==> src/rtl/mem_pkg.sv <==
// Shared widths and load-op encoding for the MEM stage.
// Sub-word loads are enabled by defining MEM_SUBWORD_LOAD_EN.
package mem_pkg;
  localparam int RF_BUS_W = 38;
  localparam int LD_OP_W  = 5;

  localparam int LD_B  = 0;
  localparam int LD_BU = 1;
  localparam int LD_H  = 2;
  localparam int LD_HU = 3;
  localparam int LD_W  = 4;

  typedef struct packed {
    logic        rf_we;
    logic [4:0]  rf_waddr;
    logic [31:0] result;
  } rf_bus_t;
endpackage

==> src/rtl/mem_load_align.sv <==
// Load data alignment and extension for the MEM stage.
// Sub-word select is present only when MEM_SUBWORD_LOAD_EN is defined.
module mem_load_align
  import mem_pkg::*;
(
  input  logic [31:0]        word,
  input  logic [1:0]         a,
  input  logic [LD_OP_W-1:0] ld_op,
  output logic [31:0]        value
);

`ifdef MEM_SUBWORD_LOAD_EN
  logic [7:0]  byte_v;
  logic [15:0] half_v;

  always_comb begin
    byte_v = word[7:0];
    unique case (a)
      2'd0: byte_v = word[7:0];
      2'd1: byte_v = word[15:8];
      2'd2: byte_v = word[23:16];
      2'd3: byte_v = word[31:24];
      default: byte_v = word[7:0];
    endcase
  end

  assign half_v = a[1] ? word[31:16] : word[15:0];

  always_comb begin
    value = word;
    unique case (1'b1)
      ld_op[LD_B]:  value = {{24{byte_v[7]}}, byte_v};
      ld_op[LD_BU]: value = {24'd0, byte_v};
      ld_op[LD_H]:  value = {{16{half_v[15]}}, half_v};
      ld_op[LD_HU]: value = {16'd0, half_v};
      ld_op[LD_W]:  value = word;
      default:      value = word;
    endcase
  end
`else
  logic unused_align;

  assign unused_align = ^{a, ld_op};
  assign value = word;
`endif

endmodule

==> src/rtl/mem_stage.sv <==
// MEM pipeline stage: payload regs, load completion, WB back-pressure hold.
// Optional sub-word loads via MEM_SUBWORD_LOAD_EN (see mem_load_align).
module mem_stage
  import mem_pkg::*;
(
  input  logic                clk,
  input  logic                resetn,
  input  logic                ex_to_mem_valid,
  output logic                mem_allowin,
  input  logic [31:0]         ex_pc,
  input  logic [RF_BUS_W-1:0] ex_rf_all,
  input  logic [LD_OP_W-1:0]  ex_ld_op,
  input  logic [31:0]         data_sram_rdata,
  input  logic                wb_allowin,
  output logic                mem_valid,
  output logic                mem_to_wb_valid,
  output logic [31:0]         mem_pc,
  output logic [RF_BUS_W-1:0] mem_rf_all,
  output logic [RF_BUS_W-1:0] mem_fwd_all
);

  logic               ready_go;
  rf_bus_t            ex_bus;
  rf_bus_t            bus_q;
  logic [LD_OP_W-1:0] ld_op_q;
  logic               held;
  logic [31:0]        rdata_buf;
  logic [31:0]        word;
  logic [31:0]        ld_value;
  logic [31:0]        final_wdata;

  assign ready_go        = 1'b1;
  assign mem_allowin     = ~mem_valid | (ready_go & wb_allowin);
  assign mem_to_wb_valid = mem_valid & ready_go;
  assign ex_bus          = rf_bus_t'(ex_rf_all);

  always_ff @(posedge clk) begin
    if (!resetn) begin
      mem_valid <= 1'b0;
    end else if (mem_allowin) begin
      mem_valid <= ex_to_mem_valid;
    end
  end

  always_ff @(posedge clk) begin
    if (!resetn) begin
      mem_pc  <= 32'd0;
      bus_q   <= '0;
      ld_op_q <= '0;
    end else if (ex_to_mem_valid && mem_allowin) begin
      mem_pc  <= ex_pc;
      bus_q   <= ex_bus;
      ld_op_q <= ex_ld_op;
    end
  end

  // SRAM data is only valid in the first MEM cycle; keep it while WB stalls.
  always_ff @(posedge clk) begin
    if (!resetn) begin
      held      <= 1'b0;
      rdata_buf <= 32'd0;
    end else if (mem_allowin) begin
      held      <= 1'b0;
    end else if (mem_valid && !wb_allowin && !held) begin
      held      <= 1'b1;
      rdata_buf <= data_sram_rdata;
    end
  end

  assign word = held ? rdata_buf : data_sram_rdata;

  mem_load_align u_align (
    .word  (word),
    .a     (bus_q.result[1:0]),
    .ld_op (ld_op_q),
    .value (ld_value)
  );

  assign final_wdata = (|ld_op_q) ? ld_value : bus_q.result;

  assign mem_rf_all  = {bus_q.rf_we, bus_q.rf_waddr, final_wdata};
  assign mem_fwd_all = {mem_valid & bus_q.rf_we,
                        bus_q.rf_waddr, final_wdata};

endmodule

==> config.mk <==
export PLATFORM = sky130hd
export DESIGN_NAME = mem_stage
export DESIGN_NICKNAME = d
export VERILOG_FILES = /design/src/rtl/mem_pkg.sv /design/src/rtl/mem_load_align.sv /design/src/rtl/mem_stage.sv
export SDC_FILE = /design/constraint.sdc
export NUM_CORES = 1
export LEC_CHECK = 0
export BUFFER_PORTS_ARGS = -buffer_cell sky130_fd_sc_hd__buf_2
export CORE_MARGIN = 1
export CORE_UTILIZATION = 52
export CTS_CLUSTER_SIZE = 28
export DETAILED_ROUTE_END_ITERATION = 8
export PLACE_DENSITY = 0.93
export SYNTH_ARGS = -nofsm -noshare
export SYNTH_HDL_FRONTEND = slang
export SYNTH_SLANG_ARGS = --single-unit
==> constraint.sdc <==
create_clock -name clk -period 4.32 [get_ports clk]
set_clock_uncertainty 0.2 [all_clocks]
set_input_delay 0.432 -clock clk [delete_from_list [all_inputs] [get_ports clk]]
set_output_delay 0.432 -clock clk [all_outputs]
set_load 0.05 [all_outputs]
After elaboration in Yosys (flattened, before gate mapping)
Cells that the tools add are included.
Widths: inputs -> output; s select.
{"block": "classes", "reduce_logical": 8, "n_bitwise": 5, "muxes": 2}
{"operator": "$mux 32", "count": 2}
{"operator": "$reduce_or 5->1", "count": 1}
{"operator": "$logic_and 1x1->1", "count": 3}
{"operator": "$not 1->1", "count": 3}
{"operator": "$logic_not 1->1", "count": 2}
{"operator": "$reduce_and 2->1", "count": 1}
{"operator": "$reduce_or 2->1", "count": 1}
{"operator": "$and 1x1->1", "count": 1}
{"operator": "$or 1x1->1", "count": 1}
{"block": "totals", "register_bits": 109, "inputBits": 111, "wordCells": 23, "output_inout_bits": 111}

Longest topological paths before layout
Gate-level depths: netlist (run 1).
{"block": "logic_depth", "word_depth": 4, "depth_mapped": 6, "ltp_nobuf": 4}

By module
A second synthesis (run 1) with hierarchy kept.
{"block": "unflattened", "cells_unflattened": 638, "area_unflattened_um2": 5466.5}
{"mod": "mem_stage", "cells_each": 606, "area_per_inst_um2": 5226.3, "seq_area_each_um2": 2182.1, "n_inst": 1}
{"mod": "mem_load_align", "cells_each": 32, "area_per_inst_um2": 240.2, "seq_area_each_um2": 0.0, "n_inst": 1}

Least setup slack after synthesis (run 1)
No wires, ideal clock.
{"block": "synth_path", "path_type": "reg2out", "from": "reg held", "to": "out mem_rf_all[10]", "n_path_buf": 3, "t_required_ns": 3.688, "stages_incl_launch_ff": 6, "slack_ns": 1.886, "t_arrival_ns": 1.802, "path_cell_list": "dfxtp_1 > clkbuf_1 > clkbuf_1 > mux2_2 > mux2_4 > buf_4"}
{"block": "synth_via", "elab_chain_cells": 2}
{"item": "start, declared", "line_no": "mem_stage.sv:26", "text": "logic held;"}
{"item": "start signal, assigned", "line_no": "mem_stage.sv:60", "text": "held <= 1'b0;"}
{"item": "start signal, assigned", "line_no": "mem_stage.sv:63", "text": "held <= 1'b0;"}
{"item": "start signal, assigned", "line_no": "mem_stage.sv:65", "text": "held <= 1'b1;"}
{"item": "$mux 32", "line_no": "mem_stage.sv:70", "text": "assign word = held ? rdata_buf : data_sram_rdata;"}
{"item": "$mux 32", "line_no": "mem_stage.sv:79", "text": "assign final_wdata = (|ld_op_q) ? ld_value : bus_q.result;"}
{"item": "end, declared", "line_no": "mem_stage.sv:18", "text": "output logic [RF_BUS_W-1:0] mem_rf_all,"}
No other way between the ends.

Worst setup path after layout (run 1)
{"block": "layout_path", "from": "reg ld_op_q[0]", "to": "out mem_rf_all[31]"}
{"block": "layout_via", "elab_chain_cells": 2}
{"item": "start, declared", "line_no": "mem_stage.sv:25", "text": "logic [LD_OP_W-1:0] ld_op_q;"}
{"item": "start signal, assigned", "line_no": "mem_stage.sv:53", "text": "ld_op_q <= ex_ld_op;"}
{"item": "$reduce_or 5->1", "line_no": "mem_stage.sv:79"}
{"item": "$mux 32", "line_no": "mem_stage.sv:79"}
No other way between the ends.

==> reports/metrics.csv, run 1 <==
metric,value,unit
result of the run,"finished, final reports clean",
cell at the root of the clock tree,sky130_fd_sc_hd__clkbuf_8,
TritonCTS Buffers,9,
Synth Cell Area,5230,sq um
DR WL/cell,15.0,um
number of nets in the layout,853,
mean area per synthesized cell,8.62,sq um
startpoint of the worst-slack reg-to-reg timing path,held,
unrepaired setup endpoints after global routing,no,
via count of the first global-routing pass,4378,
number of I/O pins,222,
count of input and output buffers,221,
GRT Overall Usage,24.7,%
area share of the leading cell type in the synthesized netlist,41.8,%
share of cells above drive strength 1,42.0,%
Routability Congestion,0.818,
Reg2Reg Setup Slack,2.01,ns
biggest area contributors in the synthesized netlist,"sky130_fd_sc_hd__dfxtp_1 42%, sky130_fd_sc_hd__a21oi_1 10%, sky130_fd_sc_hd__mux2_4 8.6%",
clock insertion delay at the later pin of the skew report,0.35,ns
average vias per placed instance,5.40,
number of storage elements in the synthesis netlist,109,
DR pass1 iterations,4,
fin. max-slew vios,0,
estimated wirelength of the detail-placed design,8.56,mm
die outline area,10500,sq um
number of sinks on the clock net,109,
Clock Path Buffers,2,
Cell variety after synth,21,
total number of placement rows,36,
worst min path class,input port to flip-flop,
antenna violations before repair,0,
most frequent standard cell in the layout excluding fill and tap cells,sky130_fd_sc_hd__buf_2,
overall die width,102,um
Post-route DRC,0,
Final Hold Viols,0,
maximum number of pins on one net before global-route repair,78,
sequential element share of the synthesized area,41.8,%
post_cts resized,0,
Antenna diodes,0,
Max transition margin,28.2,%
via count,4751,
FMAX,0.317,GHz
max cap viols,0,
Setup Crit Path Kind,flip-flop to output pin,
Yosys top cell by area,sky130_fd_sc_hd__dfxtp_1,
H-tree depth reported by CTS,3,
antenna-violating nets left,0,
Clock Pin Slew Worst Setup and Hold Paths,0.11,ns
post-CTS repair timing setup buffer count,0,
Worst Hold Path EP,rdata_buf[25],
final wirelength,13.2,mm
RR Endpoint,rdata_buf[26],
violation count after the first detailed-routing iteration,221,
share of flip-flops with an asynchronous set or reset,0,%
Core Footprint,9770,sq um
worst hold slack,0.104,ns
"Area growth, synth to finish",17.9,%
total negative slack for setup checks,0,ns
Syn Nets,717,
cells after synthesis,606,
crit start category,flip-flop,
worst voltage drop across the vdd grid,273,uV
predominant post-synthesis flop cell,sky130_fd_sc_hd__dfxtp_1,
Lkg Pwr,2.77,nW
crit path max fanout,32,
worst-case reg-to-reg path depth,3,
arrival time of data at the critical path endpoint,2.52,ns
final cycle utilization of the critical path,73.1,%
Final Setup Violations,0,
clock tree from TritonCTS,built,
Worst-Margin Slew,1.08,ns
Worst Hold Path Cells,3,
most frequent cells in the layout,"221 x sky130_fd_sc_hd__buf_2, 108 x sky130_fd_sc_hd__a21oi_1, 108 x sky130_fd_sc_hd__dfxtp_1, 75 x sky130_fd_sc_hd__nand3_1, 75 x sky130_fd_sc_hd__o21ai_0",
number of warnings reported in the yosys synthesis log,0,
first-pass GRT wire length,20.5,mm
total power divided by cell area,414,nW/um^2
number of flops mapped to enable cells by yosys,0,
minimum clock period after layout,3.16,ns
Initial Utilization,53.5,%
CP required,3.69,ns
cts-stage hold buffer count,0,
Vert. Die Dim,102,um
overall overflow remaining after global route,0,
start point of the worst hold path,data_sram_rdata[25],
critical path endpoint category,output pin,
## state kept, by name, summed over array words and instances, names as in the netlist
register         flops
mem_pc              32
bus_q               32
held                 1
rdata_buf           32
ld_op_q              5
mem_to_wb_valid      1
mem_rf_all           1
mem_fwd_all          5
## layout make-up
class                   instances  area, sq um
clock buffers                  10          128
clock inverters                 6         78.8
fillers                       866         3610
inverters                       3         12.5
multi-input cells             393         2450
flip-flops and latches        109         2180
well taps                     133          166
repair buffers                226         1140
## worst max-delay path by stage
stage / startpoint / to / slack (ns) / depth (start not counted)
2_1_floorplan: held / mem_rf_all[10] / 1.89 / 5
3_3_place_gp: ld_op_q[0] / mem_rf_all[31] / 1.57 / 4
3_5_place_dp: ld_op_q[0] / mem_fwd_all[0] / 1.55 / 4
4_1_cts: ld_op_q[0] / mem_rf_all[31] / 1.14 / 4
5_1_grt: ld_op_q[0] / mem_rf_all[0] / 1.07 / 4
6_report: ld_op_q[0] / mem_rf_all[31] / 1.16 / 4
## synth_stat cells (2+ instances only)
cell and n:
sky130_fd_sc_hd__dfxtp_1 109, sky130_fd_sc_hd__a21oi_1 108, sky130_fd_sc_hd__nand3_1 75, sky130_fd_sc_hd__o21ai_0 75, sky130_fd_sc_hd__nand2_1 64, sky130_fd_sc_hd__clkbuf_1 45, sky130_fd_sc_hd__buf_4 44, sky130_fd_sc_hd__mux2_2 34
sky130_fd_sc_hd__mux2_4 30, sky130_fd_sc_hd__buf_2 5, sky130_fd_sc_hd__buf_1 4, sky130_fd_sc_hd__buf_12 3, sky130_fd_sc_hd__inv_2 2
## power breakdown
group          switching, mW  internal [mW]
Clock                  0.360          0.281
Sequential            0.0295           1.06
Combinational          0.584          0.236
## metrics by stage
stage / power (mW) / utilization [%] / setup WS [ns] / cell area, sq um / cells
2_1_floorplan: 1.82 / - / 1.89 / 5230 / 606
3_3_place_gp: 1.92 / 60.9 / 1.57 / 5950 / 864
3_5_place_dp: 1.93 / 60.9 / 1.55 / 5950 / 864
4_1_cts: 2.57 / 63.0 / 1.14 / 6160 / 880
5_1_grt: 2.66 / 63.0 / 1.07 / 6160 / 880
6_report: 2.55 / 63.0 / 1.16 / 6160 / 880
## critical path: stages (launching register included)
cell and delay [ns]:
sky130_fd_sc_hd__dfxtp_1 0.32, sky130_fd_sc_hd__or4_4 0.56, sky130_fd_sc_hd__nor2_8 0.60, sky130_fd_sc_hd__mux2_2 0.42, sky130_fd_sc_hd__buf_2 0.21
## logic make-up after synthesis
family                 count (synthesis)  synth area share [%]
DFF                                  109                  41.8
buffers and inverters                104                  11.7
AOI/OAI and AO/OA                    183                  17.5
and+or+nand+nor                      146                  13.1
muxes                                 64                  15.9
## layer usage
layer  track usage (%)  part of all wire, %  routed length [um]  vias to the layer above
li1                  -                    -                   -                     2323
met1              29.9                   42                5460                     2219
met2              43.6                   51                6680                      199
met3              6.70                  6.9                 906                       10
met4              5.60                 0.85                 112                        0
met5                 0                    0                   0                        -
Note: power is estimated with default switching activity, not from simulation.
==> run 2: changes to the inputs <==
- CORE_UTILIZATION: 52 -> 48
- PLACE_DENSITY: 0.93 -> 0.87
- clock period: 4.32 -> 3.2 ns (I/O delays scaled with it)
==> run 2 against run 1 <==
Compared with the run above:
- clock-buffer cell count down 1
- sequential power up 35%
- cell count up 7.0%
- clock power up 37%
- die area up 8.2%
- first-iteration DRC count up 36%
- setup slack worse by 0.70 ns
- power up 38%
- register-to-register slack worse by 1.0 ns
- highest routed layer is now met5
==> reports/metrics.csv, run 2 (same netlist as run 1, synthesis figures left out) <==
metric,value,unit
Final WS setup,0.466,ns
Routability Congestion,0.725,
via count,5062,
clock insertion delay at the later pin of the skew report,0.36,ns
H-tree depth reported by CTS,3,
post-CTS repair timing setup buffer count,0,
crit path max fanout,32,
DR WL/cell,15.3,um
FMAX,0.366,GHz
violation count after the first detailed-routing iteration,300,
die outline area,11300,sq um
estimated wirelength of the detail-placed design,8.39,mm
area of the multi-input gates,2450,sq um
minimum clock period after layout,2.73,ns
Antenna diodes,0,
busiest grt layer,met2,
"Area growth, synth to finish",29.6,%
Max transition margin,26.6,%
cell at the root of the clock tree,sky130_fd_sc_hd__clkbuf_8,
critical path endpoint category,output pin,
most frequent standard cell in the layout excluding fill and tap cells,sky130_fd_sc_hd__buf_2,
total number of placement rows,37,
Clock Pin Slew Worst Setup and Hold Paths,0.12,ns
Largest regs,"bus_q (32), mem_pc (32), rdata_buf (32)",
maximum number of pins on one net before global-route repair,77,
met1 routing resource usage after global routing,31.5,%
number of nets in the layout,912,
result of the run,"finished, final reports clean",
pre-CTS WS,0.838,ns
antenna-violating nets left,0,
worst min path class,input port to flip-flop,
total power divided by cell area,520,nW/um^2
unrepaired setup endpoints after global routing,no,
final cycle utilization of the critical path,85.4,%
GRT Overall Usage,25.0,%
Final Hold Viols,0,
average vias per placed instance,5.37,
number of I/O pins,222,
Final Setup Violations,0,
worst voltage drop across the vdd grid,342,uV
Initial Utilization,50.0,%
Lkg Pwr,3.02,nW
arrival time of data at the critical path endpoint,2.21,ns
first-pass GRT wire length,22.7,mm
via count of the first global-routing pass,4612,
most frequent cells in the layout,"221 x sky130_fd_sc_hd__buf_2, 108 x sky130_fd_sc_hd__a21oi_1, 108 x sky130_fd_sc_hd__dfxtp_1, 75 x sky130_fd_sc_hd__nand3_1, 75 x sky130_fd_sc_hd__o21ai_0",
number of sinks on the clock net,109,
DR pass1 iterations,5,
overall overflow remaining after global route,0,
Setup Crit Path Kind,flip-flop to output pin,
area occupied by registers,2180,sq um
TritonCTS Buffers,9,
fin. max-slew vios,0,
Worst-Margin Slew,1.10,ns
global routing usage on met3,5.52,%
Clock Path Buffers,2,
antenna violations before repair,1,
Core Footprint,10500,sq um
number of fill cells,881,
count of input and output buffers,221,
final wirelength,14.4,mm
crit start category,flip-flop,
GR met2 Demand/Resource,42.8,%
total negative slack for setup checks,0,ns
overall die width,106,um
Vert. Die Dim,106,um
Post-route DRC,0,
worst hold slack,0.0162,ns
share of cells above drive strength 1,39.3,%
CP required,2.68,ns
post_cts resized,0,
clock tree from TritonCTS,built,
Final Total Pwr,3.52,mW
max cap viols,0,
run 2: changes by cell type in the layout (fill, tap and decap cells not counted):
cell	before	now
sky130_fd_sc_hd__dlygate4sd3_1	0	57
sky130_fd_sc_hd__buf_12	0	2
sky130_fd_sc_hd__clkinv_4	2	0
sky130_fd_sc_hd__inv_6	1	3
sky130_fd_sc_hd__clkbuf_1	1	0
sky130_fd_sc_hd__clkinv_2	1	2
sky130_fd_sc_hd__clkinvlp_4	0	1
sky130_fd_sc_hd__inv_8	2	1
run 2: report_power, final:
group / internal [mW] / leakage, nW / switching, mW
clock network: 0.376 / 0.103 / 0.500
registers: 1.43 / 0.894 / 0.0405
logic: 0.371 / 2.03 / 0.809
run 2: area by class of cell:
cell class | count | area share (%)
Timing Repair Buffer | 285 | 25.9
Inverter | 3 | 0.185
Sequential cell | 109 | 32.2
Clock inverter | 7 | 1.18
Tap cell | 136 | 2.51
Multi-Input combinational cell | 393 | 36.1
Clock buffer | 9 | 1.83
run 2: worst max-delay path, stage by stage (launching register included):
cell and delay, ns:
sky130_fd_sc_hd__dfxtp_1 0.32, sky130_fd_sc_hd__or4_4 0.57, sky130_fd_sc_hd__nor2_8 0.11, sky130_fd_sc_hd__buf_12 0.25
sky130_fd_sc_hd__mux2_2 0.39, sky130_fd_sc_hd__buf_2 0.22
run 2: worst paths after layout:
path,startpoint,to,slack (ns),cells after the start
setup / recovery,ld_op_q[0],mem_rf_all[31],0.47,5
hold / removal,ex_rf_all[18],bus_q[18],0.02,3
hold reg to reg,rdata_buf[25],rdata_buf[25],0.26,2
setup reg to reg,held,rdata_buf[16],0.96,3
run 2: per-layer routing:
metal	routed length (um)	up-vias
met5	13	-
met4	243	2
met3	995	26
met2	7170	222
met1	5980	2359
li1	-	2453
run 2: repair_timing:
action / CTS / global route
hold buffers: 50 / 7
endpoints found under the setup margin: 0 / 0
hold endpoints to repair: 50 / 7
run 2: stage by stage:
| step | util [%] | instance area, sq um | std cells |
|---|---|---|---|
| 2_1_floorplan | - | 5230 | 606 |
| 4_1_cts | 64.1 | 6700 | 935 |
| 5_1_grt | 64.7 | 6770 | 942 |
| 3_3_place_gp | 57.3 | 6000 | 869 |
| 6_report | 64.7 | 6770 | 942 |
| 3_5_place_dp | 57.3 | 6000 | 869 |
